--- src/rtl/mixer_pkg.sv ---
// Shared constants, enums and the per-voice amplitude mapping for the note mixer.
package mixer_pkg;

    localparam int NUM_VOICES = 12;
    localparam int CNT_W      = 18;
    localparam int AMP_W      = 8;
    localparam int SUM_W      = 12;

    typedef enum logic [1:0] {
        WAVE_SQUARE = 2'd0,
        WAVE_SAW    = 2'd1,
        WAVE_TRI    = 2'd2,
        WAVE_SILENT = 2'd3
    } wave_t;

    typedef enum logic [2:0] {
        ST_IDLE = 3'd0,
        ST_LOAD = 3'd1,
        ST_DIV  = 3'd2,
        ST_ACC  = 3'd3,
        ST_OUT  = 3'd4
    } state_t;

    // q >= 128 folds back: 2*(255-q) == 2*(~q), truncated to 8 bits.
    function automatic logic [AMP_W-1:0] voice_amp(
        input logic             en,
        input wave_t            wave,
        input logic [AMP_W-1:0] q,
        input logic [CNT_W-1:0] cnt,
        input logic [CNT_W-1:0] lim
    );
        logic [AMP_W-1:0] a;
        a = '0;
        if (en) begin
            case (wave)
                WAVE_SQUARE: a = (lim != '0 && cnt <= (lim >> 1)) ? '1 : '0;
                WAVE_SAW:    a = q;
                WAVE_TRI:    a = q[AMP_W-1] ? {~q[AMP_W-2:0], 1'b0} : {q[AMP_W-2:0], 1'b0};
                default:     a = '0;
            endcase
        end
        return a;
    endfunction

endpackage

--- src/rtl/phase_div.sv ---
// 8-iteration restoring divider: q = floor(cnt*256/(lim+1)), with the
// lim==0 -> 0 and cnt>lim -> 255 cases resolved at start. done pulses once after 8 cycles.
module phase_div
    import mixer_pkg::*;
(
    input  logic             clk,
    input  logic             rst,
    input  logic             start,
    input  logic [CNT_W-1:0] cnt,
    input  logic [CNT_W-1:0] lim,
    output logic [AMP_W-1:0] q,
    output logic             done
);

    logic [CNT_W-1:0] rem;
    logic [CNT_W:0]   dvs;
    logic [CNT_W:0]   shifted;
    logic [3:0]       iter;
    logic             fixed;

    // rem < dvs always, so the shifted remainder never exceeds CNT_W+1 bits
    assign shifted = {rem, 1'b0};

    always_ff @(posedge clk or posedge rst) begin
        if (rst) begin
            rem   <= '0;
            dvs   <= '0;
            iter  <= '0;
            fixed <= 1'b0;
            q     <= '0;
            done  <= 1'b0;
        end else begin
            done <= 1'b0;
            if (start) begin
                rem   <= cnt;
                dvs   <= {1'b0, lim} + (CNT_W+1)'(1);
                iter  <= 4'd8;
                fixed <= (lim == '0) || (cnt > lim);
                q     <= (lim == '0) ? '0 : ((cnt > lim) ? '1 : '0);
            end else if (iter != 4'd0) begin
                iter <= iter - 4'd1;
                done <= (iter == 4'd1);
                if (!fixed) begin
                    if (shifted >= dvs) begin
                        rem <= CNT_W'(shifted - dvs);
                        q   <= {q[AMP_W-2:0], 1'b1};
                    end else begin
                        rem <= shifted[CNT_W-1:0];
                        q   <= {q[AMP_W-2:0], 1'b0};
                    end
                end
            end
        end
    end

endmodule

--- src/rtl/note_mixer.sv ---
// Twelve-voice note mixer: one sample per SAMPLE_DIV clocks, 109-cycle voice scan.
// MIX_SATURATE_EN selects min(sum>>2,255) output instead of sum>>4. n_rst is active-high.
module note_mixer
    import mixer_pkg::*;
#(
    parameter int SAMPLE_DIV = 1000
) (
    input  logic                        clk,
    input  logic                        n_rst,
    input  logic [NUM_VOICES*CNT_W-1:0] cnt_in,
    input  logic [NUM_VOICES*CNT_W-1:0] lim_in,
    input  logic [NUM_VOICES-1:0]       key_en,
    input  logic [1:0]                  wave_sel,
    output logic [AMP_W-1:0]            sample,
    output logic                        sample_valid,
    input  logic                        sample_ready,
    output logic                        busy,
    output logic                        overrun
);

    logic [NUM_VOICES-1:0][CNT_W-1:0] cnt_v, lim_v;
    state_t           state;
    logic [15:0]      tick_cnt;
    logic             tick;
    logic [3:0]       voice;
    logic [2:0]       div_cyc;
    logic [CNT_W-1:0] cnt_r, lim_r;
    logic             en_r;
    wave_t            wave_r;
    logic [SUM_W-1:0] sum, sum_next;
    logic [AMP_W-1:0] q, amp, mix;
    logic             div_start, div_done;

    assign cnt_v = cnt_in;
    assign lim_v = lim_in;
    assign tick  = (tick_cnt == 16'(SAMPLE_DIV - 1));
    assign busy  = (state == ST_LOAD) || (state == ST_DIV) || (state == ST_ACC);

    always_ff @(posedge clk or posedge n_rst) begin
        if (n_rst) tick_cnt <= '0;
        else       tick_cnt <= tick ? '0 : tick_cnt + 16'd1;
    end

    assign div_start = (state == ST_LOAD);

    phase_div u_div (
        .clk   (clk),
        .rst   (n_rst),
        .start (div_start),
        .cnt   (cnt_v[voice]),
        .lim   (lim_v[voice]),
        .q     (q),
        .done  (div_done)
    );

    // A voice's quotient lands during the following LOAD (or ACC for voice 11),
    // while cnt_r/lim_r/en_r/wave_r still describe that voice.
    always_comb begin
        amp      = voice_amp(en_r, wave_r, q, cnt_r, lim_r);
        sum_next = sum + (div_done ? SUM_W'(amp) : '0);
`ifdef MIX_SATURATE_EN
        mix = (sum_next[SUM_W-1:10] != '0) ? '1 : sum_next[9:2];
`else
        mix = sum_next[SUM_W-1:4];
`endif
    end

    always_ff @(posedge clk or posedge n_rst) begin
        if (n_rst) begin
            state        <= ST_IDLE;
            voice        <= '0;
            div_cyc      <= '0;
            cnt_r        <= '0;
            lim_r        <= '0;
            en_r         <= 1'b0;
            wave_r       <= WAVE_SQUARE;
            sum          <= '0;
            sample       <= '0;
            sample_valid <= 1'b0;
            overrun      <= 1'b0;
        end else begin
            // Only IDLE can accept a tick; everything else (incl. a completing handshake) loses it
            if (tick && state != ST_IDLE) overrun <= 1'b1;
            case (state)
                ST_IDLE: begin
                    if (tick) begin
                        state <= ST_LOAD;
                        voice <= '0;
                        sum   <= '0;
                    end
                end
                ST_LOAD: begin
                    cnt_r   <= cnt_v[voice];
                    lim_r   <= lim_v[voice];
                    en_r    <= key_en[voice];
                    wave_r  <= wave_t'(wave_sel);
                    sum     <= sum_next;
                    div_cyc <= '0;
                    state   <= ST_DIV;
                end
                ST_DIV: begin
                    div_cyc <= div_cyc + 3'd1;
                    if (div_cyc == 3'd7) begin
                        if (voice == 4'(NUM_VOICES - 1)) begin
                            state <= ST_ACC;
                        end else begin
                            voice <= voice + 4'd1;
                            state <= ST_LOAD;
                        end
                    end
                end
                ST_ACC: begin
                    sum          <= sum_next;
                    sample       <= mix;
                    sample_valid <= 1'b1;
                    state        <= ST_OUT;
                end
                ST_OUT: begin
                    if (sample_valid && sample_ready) begin
                        sample_valid <= 1'b0;
                        state        <= ST_IDLE;
                    end
                end
                default: state <= ST_IDLE;
            endcase
        end
    end

endmodule

--- config.mk ---
export PLATFORM = sky130hd
export DESIGN_NAME = note_mixer
export DESIGN_NICKNAME = d
export VERILOG_FILES = /design/src/rtl/mixer_pkg.sv /design/src/rtl/phase_div.sv /design/src/rtl/note_mixer.sv
export SDC_FILE = /design/constraint.sdc
export NUM_CORES = 1
export LEC_CHECK = 0
export BUFFER_PORTS_ARGS = -buffer_cell sky130_fd_sc_hd__buf_2
export CAP_MARGIN = 0
export CORE_AREA = 2 2 178 180
export DETAILED_ROUTE_END_ITERATION = 10
export DIE_AREA = 0 0 180 182
export PLACE_DENSITY_LB_ADDON = 0.15
export SETUP_SLACK_MARGIN = 0.4
export SYNTH_ARGS = -nofsm -noshare
export SYNTH_HDL_FRONTEND = slang
export SYNTH_SLANG_ARGS = --single-unit
--- constraint.sdc ---
create_clock -name clk -period 11 [get_ports clk]
set_clock_uncertainty 0.15 [all_clocks]
set_input_delay 0 -clock clk [delete_from_list [all_inputs] [get_ports clk]]
set_output_delay 0 -clock clk [all_outputs]
set_load 0.01 [all_outputs]
## Word-level counts from Yosys, hierarchy flattened

Index checks and enable logic that the tools add are counted.

- Bitwise logic cells: 1
- Reductions and logical operators: 23
- Equality and inequality tests: 15
- $add $sub $neg: 7
- $lt $le $gt $ge: 4
- Multiplexer cells: 40

Operator list:

| cell | number |
|---|---|
| $bmux 18 s4 | 2 |
| $mux 18 | 6 |
| $mux 8 | 9 |
| $pmux 12 s2 | 1 |
| $pmux 8 s3 | 1 |
| $mux 4 | 5 |
| $add 18x1->19 const B | 1 |
| $ge 19x19->1 | 1 |
| $gt 18x18->1 | 1 |
| $le 18x17->1 | 1 |
| $logic_not 18->1 | 1 |
| $reduce_bool 18->1 | 1 |
| $sub 18x18->18 | 1 |
| $add 16x1->16 const B | 1 |
| $eq 16x10->1 const B | 1 |
| $mux 16 | 1 |
| $pmux 3 s5 | 1 |
| $add 12x8->12 | 1 |
| $mux 12 | 1 |
| $reduce_bool 2->1 | 5 |
| $mux 3 | 3 |
| $ne 2x2->1 const B | 4 |
| $pmux 4 s2 | 1 |
| $not 7->7 | 1 |
| other kinds (27) | 39 |

- Logic and storage cells: 108
- Output and inout port bits: 11
- Input bits: 449
- Register bits: 138

## Logic depth before layout (Yosys ltp)

- Word-level depth: 8
- Gate-level depth with buffers: 20
- Mapped depth without buffers: 20

## Hierarchy

From an unflattened synthesis, not the netlist that was laid out.

- Cell total of the unflattened synthesis: 1284
- Area, all modules: 12351.8 sq um

By module, submodules not included:

| module | area an instance (sq um) | cells an instance | sequential area each (sq um) | times used |
|---|---|---|---|---|
| note_mixer | 8215.4 | 771 | 2177.1 | 1 |
| phase_div | 4136.5 | 513 | 1276.2 | 1 |

## Worst setup path after synthesis

Ideal clock, no wire load.

- Path type: register to register
- From: register voice[0]
- To: register u_div.q[5]
- Clock period less this slack: 4.011 ns
- Arrival: 3.779 ns
- Setup time: 0.083 ns
- Stages on the path, launching flop included: 20
- Data required time: 10.767 ns
- Setup slack: 6.989 ns
- Path buffers: 7
- Cells stage by stage: dfrtp_1 buf_6 buf_12 buf_12 buf_6 buf_6 buf_2 buf_4 mux4_2 mux2i_1 o21ai_0 ha_1 a21o_1 a21o_1 a21oi_1 and3b_1 a221o_1 a31oi_1 nand3_1 o21ai_0

- Cells in the longest elaborated chain, start to end: 6
- Elaborated cells between the ends (all ways): 9
- Classes of those cells: order compare: 1; mux: 7; reduce/logical: 1

RTL lines:

| element | RTL line | source |
|---|---|---|
| start, declared | note_mixer.sv:25 | `logic [3:0] voice;` |
| start signal, assigned | note_mixer.sv:107 | `voice <= voice + 4'd1;` |
| $bmux 18 s4 | note_mixer.sv:50 | `.cnt (cnt_v[voice]),` |
| $mux 18 (implied by the code) | note_mixer.sv:50 |  |
| via u_div.cnt[15] | phase_div.sv:9 | `input logic [CNT_W-1:0] cnt,` |
| $gt 18x18->1 | phase_div.sv:39 | `q <= (lim == '0) ? '0 : ((cnt > lim) ? '1 : '0);` |
| $mux 8 (2 in series) | phase_div.sv:39 |  |
| $mux 8 | phase_div.sv:34 | `if (start) begin` |
| end signal, assigned | phase_div.sv:39 |  |
| end signal, assigned | phase_div.sv:46 | `q <= {q[AMP_W-2:0], 1'b1};` |
| end signal, assigned | phase_div.sv:49 | `q <= {q[AMP_W-2:0], 1'b0};` |
| end, declared | phase_div.sv:11 | `output logic [AMP_W-1:0] q,` |

The timed path passes the listed nets, and every way through them passes these cells. The select of a mux whose other input is x is not followed.
A chain may end at the register's enable or synchronous reset.

## Final worst setup path

- From: register voice[0]
- To: register u_div.q[4]

- Cells in the longest elaborated chain, start to end: 6
- Elaborated cells between the ends (all ways): 9
- Classes of those cells: order compare: 1; mux: 7; reduce/logical: 1

RTL lines:

| element | RTL line |
|---|---|
| $bmux 18 s4 (on tied branches) | note_mixer.sv:50, note_mixer.sv:51 |
| $mux 18 (on tied branches) | note_mixer.sv:50, note_mixer.sv:51 |
| $gt 18x18->1 | phase_div.sv:39 |
| $mux 8 | phase_div.sv:39 |
| $mux 8 * | phase_div.sv:39 |
| $mux 8 * | phase_div.sv:34 |

Every way passes the cells marked *; elsewhere a longest branch is shown, timed or not. The select of a mux whose other input is x is not followed.

==> impl_metrics.json <==
{
  "ant_nets": 0,
  "synthDistinctLibCells": 80,
  "finalHoldViolations": 0,
  "drt-total-wl_um": 49800,
  "holdPathStages": 4,
  "timing.critical_path.arrival_ns": 5.20,
  "slowest_delay_ns": 0.79,
  "r2r_start": "voice[0]",
  "ff2ff_setup_slack_ns": 6.00,
  "regToRegEndpoint": "u_div.q[4]",
  "tritoncts.num_buffers": 17,
  "num_vias": 12100,
  "ys.flop_type": "dfrtp_1",
  "synth_seq_cells": 138,
  "io_pins": 460,
  "timing_worst_setup_path_type": "reg2reg",
  "max_slew_margin_pct": 32.8,
  "timing.max_cap.violations": 0,
  "drcViolationCount": 0,
  "cts.clk_slew.worst_paths_ns": 0.07,
  "core-area_mm2": 0.0310,
  "min-delay-path-class": "in2reg",
  "htree_num_levels": 4,
  "initial_core_util_pct": 39.7,
  "path_common_cell": "o21ai_0",
  "grt_start_max_net_pins": 70,
  "final_layout_size_suffix_gt1_share_pct": 37.0,
  "grt_overflow_total": 0,
  "p_int_w": 0.000929,
  "max-clock-path-buffers": 2,
  "finalSetupViolations": 0,
  "clock_sink_count": 138,
  "timing.final.crit_period_ns": 5.00,
  "timing.critical_path.slowest_stage_cell": "buf_4",
  "worstSetupEndpointType": "register",
  "hpwlAfterDp_um": 41200,
  "power_switching_share_pct": 28.5,
  "post_synth.cell_area_avg_um2": 9.63,
  "detail_route.vias_per_cell": 5.73,
  "worst_slack_at_placement_ns": 5.98,
  "yosysWarnings": 0,
  "timing.hold.worst.start": "key_en[6]",
  "vdd_drop_max_uv": 112,
  "max_slew_violations": 0,
  "postSynthNetCount": 1798,
  "place.detailed.instances": 2074,
  "first_global_vias": 12100,
  "clk_root_buffer_cell": "clkbuf_16",
  "height_of_the_chip_um": 182,
  "pwr-share-comb_pct": 15.9,
  "leakagePower_nw": 7.31,
  "row_count": 65,
  "power_per_cell_area_mw_per_mm2": 84.0,
  "fin_setup_tns_ns": 0,
  "share_seq_of_total_power_pct": 39.5,
  "min_period_over_period_pct": 45.5,
  "layout-area-overhead-vs-synth_pct": 25.6,
  "fin_total_pwr_w": 0.00130,
  "async_reset_ff_share_pct": 100,
  "timing.critical_path.from_type": "register",
  "reported_net_switching_power_w": 0.000369,
  "worstPathMaxFanout": 53,
  "r2r_cells": 14,
  "firstDrtPassIters": 6,
  "cts_post_setup_buffers_inserted": 0,
  "part_of_the_yosys_area_used_for_sequential_elements_pct": 28.1,
  "floorplan.die_area_mm2": 0.0328,
  "cp_num_buf_inv": 2,
  "antenna_found_initial": 4,
  "hold_ws_ns": 0.0388,
  "crit_path_cell_trace": "buf_4, mux2i_1, a221oi_1, a21oi_1, nor2_1, inv_1, ha_1, nor2b_1, o21ai_0, and3b_1, a221o_1, a31oi_1, nand3_1, o21ai_0",
  "holdPathEnd": "en_r",
  "rsz0062_at_grt": "no",
  "gp_congestion": 1.02,
  "synthesized_instance_count": 1277,
  "post_drt_wl_per_cell_um": 23.6,
  "run_status": "completed",
  "synthesis.area_mm2": 0.0123,
  "maxClockFrequency_mhz": 200,
  "first_pass_grt_wire_length_um": 74300,
  "required_ns": 11.19,
  "synth_edf_count": 0,
  "worst_slack_ns": 6.00,
  "final_nets": 2217,
  "cp_top_family": "compound AO/OA/AOI/OAI gates",
  "cts_tree": "done",
  "worst_slew_pin_slew_ns": 1.01,
  "portBuffers": 459,
  "fp.dieW_um": 180,
  "clock_power_share_pct": 44.6,
  "grt_usage_pct": 30.0,
  "final_non_filler_cell_total": 2113,
  "clk-insertion-delay-late_ns": 0.43,
  "initialDrtViolationCount": 1015
}
[power by group through the flow]
stage	Clock (W)	Sequential [W]	Combinational [W]
3_5_place_dp	0	0.000522	0.000202
6_report	0.000579	0.000513	0.000206
2_1_floorplan	0	0.000522	0.0000832
3_3_place_gp	0	0.000522	0.000200
4_1_cts	0.000586	0.000513	0.000204
5_1_grt	0.000609	0.000513	0.000222
[per-layer routing]
| layer | track usage [%] | wire [µm] |
|---|---|---|
| met5 | 0 | 7 |
| met4 | 8.68 | 1360 |
| met3 | 6.08 | 3310 |
| met2 | 49.5 | 23800 |
| met1 | 40.0 | 21300 |
[layout make-up]
| type | instances | area, µm² |
|---|---|---|
| diodes | 2 | 5.00 |
| clock buffers | 18 | 439 |
| clock inverters | 14 | 145 |
| fillers | 3015 | 15500 |
| inverters | 57 | 216 |
| multi-input cells | 1003 | 8220 |
| flip-flops and latches | 138 | 3460 |
| well taps | 402 | 503 |
| repair buffers | 479 | 2460 |
[kinds of logic after synthesis]
kind of cell	Yosys count	synth area share [%]
AND/OR/NAND/NOR	383	14.5
AO/OA/AOI/OAI	335	17.5
multiplexers	158	23.3
flip-flops	138	28.1
buffers and inverters	136	5.31
adder cells (fa/ha/maj)	72	7.45
XOR/XNOR	55	3.92
[metrics by stage]
stage	area, µm²	util, %
2_1_floorplan	12300	-
3_3_place_gp	14800	47.8
3_5_place_dp	14800	47.8
4_1_cts	15400	49.9
5_1_grt	15500	49.9
6_report	15500	49.9
[timing repair]
| action | CTS | global route |
|---|---|---|
| endpoints found under the hold margin | 34 | 0 |
| hold buffers | 5 | 0 |
| resized for setup | 0 | 0 |
[flip-flops by register name, summed over array words and instances, names as in the netlist, 8 cells and up]
signal     count
u_div.rem     18
lim_r         18
sample         8
tick_cnt      16
u_div.dvs     19
sum           12
cnt_r         18
u_div.q        8
[synthesized netlist by cell type, types with 3 or more instances]
library cell  number  area [µm²]
ha_1              70         876
o221ai_1           3        26.3
o21bai_1           3        22.5
a221o_1            6        60.1
buf_6              7        78.8
o21ai_0          120         601
or3_1              3        18.8
or2_2              3        18.8
nor2_1            91         342
nand2_1          160         601
a22o_1            10        87.6
a22oi_1           10        75.1
xnor2_1           35         307
clkbuf_1          49         184
a21oi_1           58         290
o31ai_1            7        52.6
a221oi_1           6        52.6
and3_1             7        43.8
a211oi_1          19         143
nand4_1           13        81.3
nor4_1             8        50.1
and4_1             5        43.8
nor2b_1           14        87.6
and2_1             8        50.1
nand4b_1           4        35.0
a31oi_1           14        87.6
o31a_1             5        43.8
nand3_1           22         110
mux2i_1           50         500
o21a_1            14         105
dfrtp_1          138        3450
a21o_1            23         173
mux4_2            91        2050
xor2_1            20         175
o21ai_1            8        40.0
nor3_1            23         115
mux2_2             9         101
buf_4             10        75.1
buf_2              9        45.0
a21boi_0           4        30.0
inv_1             55         206
mux4_1             8         210
nand2b_1          10        62.6
[cell usage in the layout, fill, tap and decap left out, drive strengths merged, types with 10 or more instances in the layout]
cell type | netlist | routed
a31oi | 14 | 14
nor2 | 91 | 91
buf | 29 | 474
a211oi | 19 | 19
xnor2 | 35 | 35
clkbuf | 49 | 18
nand2 | 160 | 160
a22oi | 10 | 10
a22o | 11 | 11
inv | 56 | 66
nand3 | 22 | 22
a21oi | 60 | 60
nor2b | 14 | 14
a21o | 24 | 24
nand2b | 10 | 10
ha | 70 | 70
o21ai | 128 | 128
mux4 | 99 | 99
nor3 | 23 | 23
mux2i | 50 | 50
nand4 | 14 | 14
dfrtp | 138 | 138
xor2 | 20 | 20
o21a | 14 | 14
[worst max path at each step]
stage,start,to,depth (start not counted)
after floorplan,voice[0],u_div.q[5],19
after detailed placement,voice[0],u_div.q[0],14
after global placement,voice[0],u_div.q[1],14
final,voice[0],u_div.q[4],14
after global routing,voice[0],u_div.q[6],14
after CTS,voice[0],u_div.q[4],14
[worst register-to-register path: cells and delay by family, from the launching register on]
kind / cells / cell delay, ns
DFF: 1 / 0.67
and+or+nand+nor: 4 / 1.00
muxes: 1 / 0.44
adders and majority gates: 1 / 0.33
buffers and inverters: 2 / 0.92
AOI/OAI and AO/OA: 6 / 1.41
(Power assumes the default switching activity.)
